File: src/rtl/cacheline_adaptor.sv
// cacheline_adaptor: bridges 256-bit cacheline read/writeback requests to 4-beat 64-bit DRAM bursts
module cacheline_adaptor #(
  parameter int s_offset = 5,
  parameter int s_line   = 256,
  parameter int s_burst  = 64,
  localparam int n_beats = s_line / s_burst
) (
  input  logic               clk,
  input  logic               rst,
  input  logic [s_line-1:0]  line_i,
  output logic [s_line-1:0]  line_o,
  input  logic [31:0]        address_i,
  input  logic               read_i,
  input  logic               write_i,
  output logic               resp_o,
  input  logic [s_burst-1:0] burst_i,
  output logic [s_burst-1:0] burst_o,
  output logic [31:0]        address_o,
  output logic               read_o,
  output logic               write_o,
  input  logic               resp_i
);
  localparam int cw = $clog2(n_beats);
  localparam logic [31:0] addr_mask = ~((32'd1 << s_offset) - 32'd1);

  typedef enum logic [1:0] {IDLE, READ, WRITE, DONE} state_t;

  state_t            r_state, w_next;
  logic [cw-1:0]     r_cnt;
  logic [31:0]       r_addr;
  logic [s_line-1:0] r_wline;
  logic [s_line-1:0] r_line_o;
  logic              w_last;

  assign w_last    = r_cnt == cw'(n_beats - 1);
  assign line_o    = r_line_o;
  assign address_o = r_addr;
  assign read_o    = r_state == READ;
  assign write_o   = r_state == WRITE;
  assign resp_o    = r_state == DONE;
  assign burst_o   = (r_state == WRITE) ? r_wline[r_cnt*s_burst +: s_burst] : '0;

  // state register; reset aborts any burst in flight
  always_ff @(posedge clk or negedge rst)
    if (!rst) r_state <= IDLE;
    else r_state <= w_next;

  // next state: read wins over write in IDLE, last beat ends the burst
  always_comb begin
    w_next = r_state;
    case (r_state)
      IDLE:    w_next = read_i ? READ : write_i ? WRITE : IDLE;
      READ:    w_next = (resp_i && w_last) ? DONE : READ;
      WRITE:   w_next = (resp_i && w_last) ? DONE : WRITE;
      default: w_next = IDLE;
    endcase
  end

  // datapath: latch request at launch, count beats, assemble read line
  always_ff @(posedge clk or negedge rst)
    if (!rst) begin
      r_cnt    <= '0;
      r_addr   <= '0;
      r_wline  <= '0;
      r_line_o <= '0;
    end else begin
      if (r_state == IDLE && (read_i || write_i)) begin
        r_cnt  <= '0;
        r_addr <= address_i & addr_mask;
        if (!read_i) r_wline <= line_i;
      end
      if ((r_state == READ || r_state == WRITE) && resp_i) r_cnt <= r_cnt + 1'b1;
      if (r_state == READ && resp_i) r_line_o[r_cnt*s_burst +: s_burst] <= burst_i;
    end
endmodule
File: config.mk
export PLATFORM = sky130hd
export DESIGN_NAME = cacheline_adaptor
export DESIGN_NICKNAME = d
export VERILOG_FILES = /design/src/rtl/cacheline_adaptor.sv
export SDC_FILE = /design/constraint.sdc
export NUM_CORES = 1
export LEC_CHECK = 0
export CAP_MARGIN = 20
export CORE_AREA = 8 8 268 270
export DETAILED_ROUTE_END_ITERATION = 10
export DIE_AREA = 0 0 276 278
export GPL_TIMING_DRIVEN = 0
export PLACE_DENSITY = 0.65
export SLEW_MARGIN = 20
export SYNTH_ARGS = -nofsm -noshare
export SYNTH_HDL_FRONTEND = slang
export SYNTH_SLANG_ARGS = --single-unit
File: constraint.sdc
create_clock -name clk -period 3.3 [get_ports clk]
set_input_delay 0.99 -clock clk [delete_from_list [all_inputs] [get_ports clk]]
set_output_delay 0.99 -clock clk [all_outputs]
set_load 0.03 [all_outputs]
==> key figures, run 1 <==
Power
  – Sequential power share: 0.367
  – PwrDens: 839 nW/µm²
  – VDD IR max: 0.436 mV
  – Internal power: 17800 µW
  – Sw frac: 0.372
  – Final Total Pwr: 28400 µW
  – Clock power share: 0.230
  – Comb pwr share: 0.403
  – Leakage: 0.0135 µW
  – P_sw: 10500 µW

Final layout
  – Layout cells sized above 1: 0.237
  – Fin nets: 2837
  – Layout area overhead: 45.1%
  – Multi-input gate area: 9130 µm²
  – Fillers: 5905
  – Most frequent cells in the layout: 634 x clkdlybuf4s50_1, 541 x dfrtp_1, 295 x mux2_2
  – Storage cell area: 13600 µm²
  – Commonest non-fill, non-tap cell in the layout: clkdlybuf4s50_1

STA
  – Crit share post-route: 0.977
  – Final Max Slew Viols: 0
  – Fin Setup TNS: 0 ns
  – Worst-margin pin slew: 1.01 ns
  – Hold Fails Final Rpt: 0
  – Slew headroom: 0.327
  – RSZ-0062 raised after global routing: no
  – Final setup viols: 0
  – Fmax: 310 MHz
  – Final min period: 3.22 ns
  – Post-Route Skew: 0.0186 ns
  – Worst hold slack: 0.323 ns

Floorplanning
  – I/O pins: 712
  – Die W: 276 µm
  – Std cell rows: 96
  – Core ar.: 67700 µm²
  – Die height: 278 µm
  – Die area: 76700 µm²
  – Initial core utilization: 0.344

Worst setup path
  – Crit-path max cell delay: 0.63 ns
  – WP depth: 9
  – CP Max Fanout: 10
  – CP max-delay cell: nand3_1
  – Critical path startpoint: r_cnt[1]$_DFFE_PN0P_
  – Critical path endpoint category: register
  – Crit path kind: register to register
  – Worst r2r src: r_cnt[1]$_DFFE_PN0P_
  – Worst EP required: 3.75 ns
  – CP Cell Sequence: buf_6 -> buf_12 -> inv_1 -> ha_1 -> clkbuf_1 -> nand3_1 -> clkbuf_1 -> buf_2 -> o2bb2ai_1
  – Top delay family on crit path: buffers and inverters
  – Worst R2R End: line_o[126]$_DFFE_PN0P_
  – R2r setup slk: 0.08 ns
  – Nature of the critical path startpoint: register
  – Buf/Inv on CP: 6
  – Reg2reg path depth: 9
  – Cell mode on critical path: clkbuf_1
  – CP Data Arrival Time: 3.68 ns

Clock tree
  – TritonCTS buffer count: 59
  – Reg clk slew, reported paths: 0.07 ns
  – Skew-Pair Late Insertion Delay: 0.61 ns
  – Htree depth: 2
  – Root buf cell: clkbuf_16
  – CTS tree: yes
  – CTS Buffer Depth: 3
  – CTS Sinks: 543

Synthesis
  – Number of synthesized flops with an enable pin: 0
  – FF+latch count, synth: 543
  – Mapped cell area: 23300 µm²
  – Synth Flop Type: dfrtp_1
  – YS warnings: 0
  – Yosys cell types: 31
  – Fraction of the yosys area taken by sequential cells: 0.583
  – Post-synth ARST share: 1.00
  – Post-Syn Instances: 1695
  – Mean area per synthesized cell: 13.8 µm²

Drt
  – Final ANT Viol Nets: 0
  – Remaining routing DRC violations: 0
  – Via/cell ratio: 5.55
  – Routed WL per cell: 27.8 µm
  – DR iter-0 viols: 1511
  – Pre-antenna DRT Iters: 5
  – Drt total wl: 94.8 mm
  – Total number of vias: 18.9k

Global route
  – GR Overflow Total: 0
  – Tot GR Track Use: 0.236
  – Vias in the first global route: 20.3k
  – Largest net degree at the start of global routing: 100
  – First-pass GRT wire length: 138 mm
  – Initial antenna violation count: 28

Outcome
  – Status: complete, no violations

Job
  – # Max-Cap Violations: 0

Placed design
  – PortBufs: 700
  – Hpwl dp: 73.6 mm
  – Gpl congestion: 0.934

Hold path
  – Hold Crit Class: input port to asynchronous set/reset pin
==> power groups by stage <==
stage / Clock, µW / Combinational, µW / Sequential (µW)
2_1_floorplan: 0 / 5320 / 11500
3_3_place_gp: 0 / 10900 / 10400
3_5_place_dp: 0 / 11200 / 10500
4_1_cts: 6650 / 11400 / 10400
5_1_grt: 6920 / 12000 / 10700
6_report: 6520 / 11400 / 10400
==> worst register-to-register path, delay by kind of cell, from the launching register on <==
family / cells / cell delay (ns)
compound gates: 1 / 0.17
fa+ha+maj: 1 / 0.17
buf+inv: 6 / 1.60
flops: 1 / 0.49
simple gates: 1 / 0.63
==> area by class of cell <==
cell class	count	share of cell area
flip-flops and latches	543	0.402
multi-input cells	961	0.270
repair buffers	711	0.208
clock buffers	89	0.0521
well taps	882	0.0326
plain buffers	189	0.0300
clock inverters	18	0.00411
diodes	13	0.000962
inverters	5	0.000555
==> Yosys cell counts, types with 2 or more instances <==
library cell  count  area (µm²)
nand3_1           6        30.0
nand4_1         180        1130
and2_1            2        12.5
or4b_1            2        20.0
mux2i_1         128        1280
o2bb2ai_2        20         300
and4b_1           6        60.1
buf_2            59         295
mux2_2          295        3320
clkbuf_1        114         428
inv_1             5        18.8
buf_1             9        33.8
o2bb2ai_1       160        1400
nand3b_1          2        15.0
buf_4             5        37.5
o22ai_1          64         400
ha_1             10         125
nor4bb_1          7        70.1
a32o_1           64         641
dfrtp_1         543       13600
a21oi_1           2        10.0
buf_6             3        33.8
==> through the flow <==
stage	area (µm²)	setup WS [ns]	instances	utilization
2_1_floorplan	23300	0.463	1699	-
3_3_place_gp	31400	-22.71	3281	0.464
3_5_place_dp	31600	-1.04	3287	0.467
4_1_cts	33700	-0.00313	3398	0.498
5_1_grt	33800	0.00511	3405	0.499
6_report	33800	0.0753	3411	0.499
==> per-layer routing <==
metal	global-route usage	up-vias	routed length [µm]
met1	0.256	9580	34000
li1	-	8131	-
met2	0.421	960	48100
met4	0.0889	26	3780
met5	0	-	180
met3	0.0820	234	8720
==> worst max path at each step <==
| stage | end | slack, ns |
|---|---|---|
| final | line_o[126]$_DFFE_PN0P_ | 0.08 |
| after global routing | burst_o[1] | 0.005 |
| after CTS | burst_o[21] | -0.003 |
| after detailed placement | burst_o[5] | -1.04 |
| after global placement | r_wline[204]$_DFFE_PN0P_ | -22.71 |
| after floorplan | burst_o[10] | 0.46 |
==> cell families (layout without fill, tap and decap cells) <==
logic type / Yosys count / count (layout) / synth area share
compound gates: 315 / 315 / 0.120
fa+ha+maj: 10 / 10 / 0.00537
buf+inv: 195 / 1012 / 0.0363
flops: 543 / 543 / 0.583
mux: 423 / 423 / 0.197
other cells: 1 / 18 / 0.000161
simple gates: 208 / 208 / 0.0581
==> sequential cells by signal, summed over array words and instances, names as in the netlist <==
name and flops:
line_o 256, r_wline 256, r_cnt 2, r_state 2, address_o 27
==> what timing repair did <==
| action | 4_1_cts | 5_1_grt |
|---|---|---|
| hold buffers | 0 | 0 |
| buffers inserted | 4 | 0 |
| resized for setup | 447 | 30 |
| pin swaps | 2 | 0 |
| endpoints found under the setup margin | 309 | 51 |
| gates cloned | 1 | 0 |
Note: power is estimated with default switching activity, not from simulation.
==> run 2, diff against run 1 <==
--- a/config.mk
+++ b/config.mk
@@ -5,12 +5,13 @@
 export SDC_FILE = /design/constraint.sdc
 export NUM_CORES = 1
 export LEC_CHECK = 0
-export CAP_MARGIN = 20
-export CORE_AREA = 8 8 268 270
+export CAP_MARGIN = 30
+export CORE_AREA = 2 2 277 279
+export CTS_CLUSTER_DIAMETER = 100
 export DETAILED_ROUTE_END_ITERATION = 10
-export DIE_AREA = 0 0 276 278
+export DIE_AREA = 0 0 279 281
 export GPL_TIMING_DRIVEN = 0
-export PLACE_DENSITY = 0.65
+export PLACE_DENSITY = 0.6
 export SLEW_MARGIN = 20
 export SYNTH_ARGS = -nofsm -noshare
 export SYNTH_HDL_FRONTEND = slang
==> run 2 against run 1 <==
Critical path depth is 3 lower. Critical endpoint is now burst_o[63]. Sequential share of layout area fell by 0.24 points. Non-clock buffer count fell by 3. Clock skew grew 0.0056 ns. Combinational power about the same. Flip-flop and latch count did not move. Worst hold slack got worse by 0.034 ns.
==> key figures, run 2 (synthesis results as in run 1) <==
Global route
  – GR Overflow Total: 0 (unchanged)
  – First-pass GRT wire length: 134 mm (-3.1%)
  – Vias in the first global route: 20.0k (-1.2%)
  – Initial antenna violation count: 16 (-43%)
  – Largest net degree at the start of global routing: 101 (+1.0%)
  – Tot GR Track Use: 0.229 (-0.00680)

Final layout
  – Most frequent cells in the layout: 635 x clkdlybuf4s50_1, 542 x dfrtp_1, 295 x mux2_2
  – Fin nets: 2841 (+0.14%)
  – Fillers: 6860 (+16%)
  – Layout cells sized above 1: 0.236 (-0.000867)
  – Commonest non-fill, non-tap cell in the layout: clkdlybuf4s50_1
  – Layout area overhead: 45.9%
  – Fin cells: 3505 (+2.8%)

Placed design
  – Hpwl dp: 69.9 mm (-4.9%)
  – Post-Place Cells: 3384 (+3.0%)
  – Gpl congestion: 0.896 (-4.0%)
  – PortBufs: 700 (unchanged)
  – Pre-CTS setup slack: -0.966 ns (+0.0785 ns)

Floorplanning
  – Die W: 279 µm (+1.1%)
  – Die height: 281 µm (+1.1%)
  – Initial core utilization: 0.309 (-0.0351)
  – Die area: 78400 µm² (+2.2%)
  – Std cell rows: 101 (+5.2%)
  – Core ar.: 75400 µm² (+11%)
  – I/O pins: 712 (unchanged)

Drt
  – Drt total wl: 91.6 mm (-3.4%)
  – Final ANT Viol Nets: 0 (unchanged)
  – Total number of vias: 18.7k (-1.1%)
  – Routed WL per cell: 26.1 µm (-6.0%)
  – Via/cell ratio: 5.34 (-3.7%)
  – DR iter-0 viols: 987 (-35%)
  – Pre-antenna DRT Iters: 5 (unchanged)
  – Remaining routing DRC violations: 0 (unchanged)

Worst setup path
  – CP Data Arrival Time: 2.23 ns (-1.45 ns)
  – Crit path kind: register to output port
  – Worst R2R End: line_o[113]$_DFFE_PN0P_
  – R2r setup slk: 0.23 ns (+0.15 ns)
  – Critical path endpoint category: output port
  – Nature of the critical path startpoint: register
  – Worst EP required: 2.31 ns (-1.44 ns)
  – Reg2reg path depth: 8 (-1)
  – Worst r2r src: r_cnt[1]$_DFFE_PN0P_
  – CP Max Fanout: 10 (unchanged)

STA
  – Final WS setup: 0.0828 ns (+0.00745 ns)
  – Worst-margin pin slew: 0.996 ns (-0.0138 ns)
  – Crit share post-route: 0.975 (-0.00226)
  – Fmax: 311 MHz (+0.23%)
  – Final Max Slew Viols: 0 (unchanged)
  – Hold Fails Final Rpt: 0 (unchanged)
  – Post-Route Skew: 0.0242 ns (+0.00563 ns)
  – RSZ-0062 raised after global routing: no
  – Final min period: 3.22 ns (-0.00745 ns)
  – Final setup viols: 0 (unchanged)
  – Slew headroom: 0.336 (+0.00920)

Hold path
  – Hold Crit Class: input port to asynchronous set/reset pin

Power
  – Final Total Pwr: 28800 µW (+1.5%)
  – PwrDens: 847 nW/µm² (+0.93%)
  – Leakage: 0.0136 µW (+0.59%)
  – VDD IR max: 0.489 mV (+12%)

Clock tree
  – TritonCTS buffer count: 66 (+12%)
  – CTS Buffer Depth: 3 (unchanged)
  – CTS tree: yes
  – Reg clk slew, reported paths: 0.06 ns (about the same)
  – Htree depth: 3 (+1)
  – Skew-Pair Late Insertion Delay: 0.61 ns (about the same)
  – CTS Hold Bufs: 0 (unchanged)
  – CTS Sinks: 543 (unchanged)
  – Root buf cell: clkbuf_16

Job
  – # Max-Cap Violations: 0 (unchanged)

Outcome
  – Status: complete, no violations
-- run 2: changes by cell type in the layout (fill, tap and decap cells not counted), sizes merged, moves of 2 or more --
cell	before	now
clkinv	11	15
clkbuf	208	212
diode	13	6
buf	145	143
clkinvlp	4	1
clkdlybuf4s15	1	3
-- run 2: worst max path at each step --
stage,start,to,slack [ns],depth (start not counted)
detailed placement,r_cnt[0]$_DFFE_PN0P_,burst_o[57],-0.97,6
floorplan,r_state[0]$_DFF_PN0_,burst_o[10],0.46,5
global placement,rst,address_o[27]$_DFFE_PN0P_,-22.66,1
CTS,r_cnt[0]$_DFFE_PN0P_,burst_o[5],-0.002,6
global route,r_state[0]$_DFF_PN0_,burst_o[35],0.001,7
finish,r_state[0]$_DFF_PN0_,burst_o[63],0.08,6
-- run 2: cell type report --
class / instances / area (µm²) / area share
clock inverter: 19 / 179 / 0.00526
sequential: 543 / 13600 / 0.399
clock buffer: 96 / 1970 / 0.0579
tap: 978 / 1220 / 0.0360
antenna: 6 / 15.0 / 0.000441
buffer: 189 / 987 / 0.0290
inverter: 5 / 18.8 / 0.000552
timing repair buffer: 708 / 6990 / 0.206
multi-input combinational: 961 / 9050 / 0.266
-- run 2: repair_timing --
item	CTS	global route
buffers inserted	0	1
resized for setup	415	35
setup endpoints to repair	310	69
-- run 2: metal layers --
layer,global-route usage,share of wire,up-vias
met5,0,0.0015,-
met2,0.403,0.50,799
met1,0.253,0.37,9547
met4,0.107,0.046,22
li1,-,-,8127
met3,0.0693,0.080,229
-- run 2: where the power goes --
group | switching (µW) | internal, µW | leakage [µW]
Combinational | 6270 | 4970 | 0.00561
Clock | 2950 | 4240 | 0.00106
Sequential | 1370 | 9020 | 0.00693
-- run 2: critical path: stages (launching register included) --
cell             delay, ns
dfrtp_1               0.42
inv_2                 0.10
ha_4                  0.21
nand2b_4              0.08
buf_8                 0.16
o22ai_1               0.29
clkdlybuf4s15_2       0.37
-- run 2: through the flow --
| stage | util | hold WS [ns] | TNS (ns) | area (µm²) |
|---|---|---|---|---|
| detailed placement | 0.421 | 0.473 | -145.76 | 31700 |
| floorplan | - | 0.479 | 0 | 23300 |
| global placement | 0.418 | 0.472 | - | 31600 |
| global route | 0.451 | 0.302 | 0 | 34000 |
| CTS | 0.450 | 0.274 | -0.00238 | 33900 |
| finish | 0.451 | 0.288 | 0 | 34000 |
==> run 3, diff against run 2 <==
--- a/config.mk
+++ b/config.mk
@@ -8,6 +8,7 @@
 export CAP_MARGIN = 30
 export CORE_AREA = 2 2 277 279
 export CTS_CLUSTER_DIAMETER = 100
+export CTS_CLUSTER_SIZE = 14
 export DETAILED_ROUTE_END_ITERATION = 10
 export DIE_AREA = 0 0 279 281
 export GPL_TIMING_DRIVEN = 0
==> run 3 against run 2 <==
Non-clock buffer count grew 2. Highest routed layer unchanged. Wire length shrank 0.66%. Critical path depth grew 1. Largest power group unchanged.
==> key figures, run 3 (synthesis results as in run 1) <==
STA
  – Final WS setup: 0.0911 ns (+0.00829 ns)
  – Crit share post-route: 0.972 (-0.00251)
  – Hold Fails Final Rpt: 0 (unchanged)
  – Post-Route Skew: 0.0194 ns (-0.00479 ns)
  – Final Max Slew Viols: 0 (unchanged)
  – Final setup viols: 0 (unchanged)
  – Slew headroom: 0.335 (-0.000612)
  – Fmax: 312 MHz (+0.26%)
  – Worst-margin pin slew: 0.997 ns (+0.000918 ns)
  – Final min period: 3.21 ns (-0.00829 ns)

Clock tree
  – Reg clk slew, reported paths: 0.07 ns (about the same)
  – CTS tree: yes
  – CTS Hold Bufs: 0 (unchanged)
  – Htree depth: 2 (-1)
  – TritonCTS buffer count: 45 (-32%)
  – CTS Buffer Depth: 3 (unchanged)
  – Skew-Pair Late Insertion Delay: 0.58 ns (-0.03 ns)
  – CTS Sinks: 543 (unchanged)
  – Root buf cell: clkbuf_16

Worst setup path
  – CP Cell Sequence: inv_2 -> ha_4 -> nand2b_4 -> buf_8 -> buf_4 -> o22ai_1 -> buf_2
  – Worst r2r src: r_cnt[1]$_DFFE_PN0P_
  – CP Data Arrival Time: 2.22 ns (about the same)
  – Crit path kind: register to output port
  – R2r setup slk: 0.17 ns (-0.06 ns)
  – Reg2reg path depth: 8 (unchanged)
  – Nature of the critical path startpoint: register
  – Capture point of the worst path: burst_o[12]
  – Critical path endpoint category: output port
  – Worst R2R End: line_o[113]$_DFFE_PN0P_
  – Worst EP required: 2.31 ns (about the same)
  – CP Max Fanout: 10 (unchanged)
  – Critical path startpoint: r_state[0]$_DFF_PN0_
  – Crit-path max cell delay: 0.42 ns (about the same)
  – CP max-delay cell: dfrtp_1

Final layout
  – Layout cells sized above 1: 0.220 (-0.0161)
  – Fillers: 6944 (+1.2%)
  – Multi-input gate area: 9020 µm² (-0.24%)
  – Commonest non-fill, non-tap cell in the layout: clkdlybuf4s50_1
  – Fin nets: 2822 (-0.67%)
  – Fin cells: 3440 (-1.9%)
  – Layout area overhead: 41.4%
  – Most frequent cells in the layout: 635 x clkdlybuf4s50_1, 542 x dfrtp_1, 295 x mux2_2
  – Storage cell area: 13600 µm² (unchanged)

Drt
  – Total number of vias: 18.4k (-1.6%)
  – Via/cell ratio: 5.36 (+0.26%)
  – Routed WL per cell: 26.4 µm (+1.2%)
  – Final ANT Viol Nets: 0 (unchanged)
  – Drt total wl: 91.0 mm (-0.66%)
  – Remaining routing DRC violations: 0 (unchanged)
  – DR iter-0 viols: 1044 (+5.8%)
  – Pre-antenna DRT Iters: 5 (unchanged)

Placed design
  – Hpwl dp: 69.9 mm (unchanged)
  – PortBufs: 700 (unchanged)
  – Pre-CTS setup slack: -0.966 ns (unchanged)
  – Gpl congestion: 0.896 (unchanged)
  – Post-Place Cells: 3384 (unchanged)

Power
  – P_sw: 10000 µW (-5.1%)
  – Sequential power share: 0.393 (+0.032)
  – PwrDens: 801 nW/µm² (-5.4%)
  – Internal power: 16400 µW (-10%)
  – Comb pwr share: 0.424 (+0.034)
  – Sw frac: 0.380 (+0.0127)
  – VDD IR max: 0.409 mV (-16%)
  – Leakage: 0.0131 µW (-3.6%)
  – Clock power share: 0.183 (-0.066)

Floorplanning
  – Die height: 281 µm (unchanged)
  – Die area: 78400 µm² (unchanged)
  – Initial core utilization: 0.309 (unchanged)
  – I/O pins: 712 (unchanged)
  – Core ar.: 75400 µm² (unchanged)
  – Std cell rows: 101 (unchanged)
  – Die W: 279 µm (unchanged)

Hold path
  – Hold Crit Class: input port to asynchronous set/reset pin

Global route
  – Vias in the first global route: 19.7k (-1.7%)
  – GR Overflow Total: 0 (unchanged)
  – Largest net degree at the start of global routing: 101 (unchanged)
  – First-pass GRT wire length: 133 mm (-1.1%)
  – Initial antenna violation count: 19 (+3)
  – Tot GR Track Use: 0.226 (-0.00268)

Job
  – # Max-Cap Violations: 0 (unchanged)

Outcome
  – Status: complete, no violations
==> run 3: cell count changes in the layout (fill, tap and decap cells not counted), sizes merged <==
cell / delta
bufinv: -1
inv: -1
clkinv: -14
buf: +7
clkbuf: -56
==> run 3: area by class of cell <==
| type | instances | share of cell area |
|---|---|---|
| diodes | 6 | 0.000455 |
| clock inverters | 3 | 0.000721 |
| well taps | 978 | 0.0371 |
| repair buffers | 710 | 0.212 |
| multi-input cells | 961 | 0.274 |
| clock buffers | 45 | 0.0342 |
| inverters | 5 | 0.000569 |
| flip-flops and latches | 543 | 0.412 |
| plain buffers | 189 | 0.0293 |
==> run 3: repair_timing <==
item,in CTS,in global routing
resized for setup,406,22
setup buffers,0,3
setup endpoints to repair,310,79
==> run 3: power by group through the flow <==
stage | Sequential [µW] | Combinational [µW] | Clock (µW)
2_1_floorplan | 11500 | 5320 | 0
3_3_place_gp | 10400 | 10900 | 0
3_5_place_dp | 10400 | 11100 | 0
4_1_cts | 10400 | 11200 | 4980
5_1_grt | 10600 | 11800 | 5220
6_report | 10400 | 11200 | 4840
==> run 3: worst min-delay path by stage <==
stage,from,endpoint,slack [ns],cells past startpoint
after floorplan,r_wline[0]$_DFFE_PN0P_,r_wline[0]$_DFFE_PN0P_,0.48,1
after global placement,line_o[43]$_DFFE_PN0P_,line_o[43]$_DFFE_PN0P_,0.47,1
after detailed placement,line_o[212]$_DFFE_PN0P_,line_o[212]$_DFFE_PN0P_,0.47,1
after CTS,rst,line_o[45]$_DFFE_PN0P_,0.30,1
after global routing,rst,line_o[48]$_DFFE_PN0P_,0.32,1
final,rst,line_o[45]$_DFFE_PN0P_,0.31,1
==> run 3: metrics by stage <==
stage / instance area, µm² / utilization / hold slack, ns / setup TNS, ns / power (µW)
after detailed placement: 31700 / 0.421 / 0.473 / -145.76 / 21600
after CTS: 32900 / 0.436 / 0.301 / 0 / 26500
after global routing: 33000 / 0.437 / 0.321 / -0.0167 / 27700
final: 33000 / 0.437 / 0.313 / 0 / 26400
after global placement: 31600 / 0.418 / 0.472 / - / 21300
after floorplan: 23300 / - / 0.479 / 0 / 16800
==> run 3: per-layer routing <==
metal	track usage	vias to the layer above	routed length, µm
met5	0	-	184
met1	0.253	9395	33800
met4	0.0913	28	3830
met2	0.402	775	46000
li1	-	8036	-
met3	0.0668	190	7160
==> run 3: critical path, delay by kind of cell (launching register included) <==
kind,cells,cell delay [ns]
AOI/OAI and AO/OA,1,0.23
DFF,1,0.42
buffers and inverters,4,0.70
and+or+nand+nor,1,0.08
adders and majority gates,1,0.21
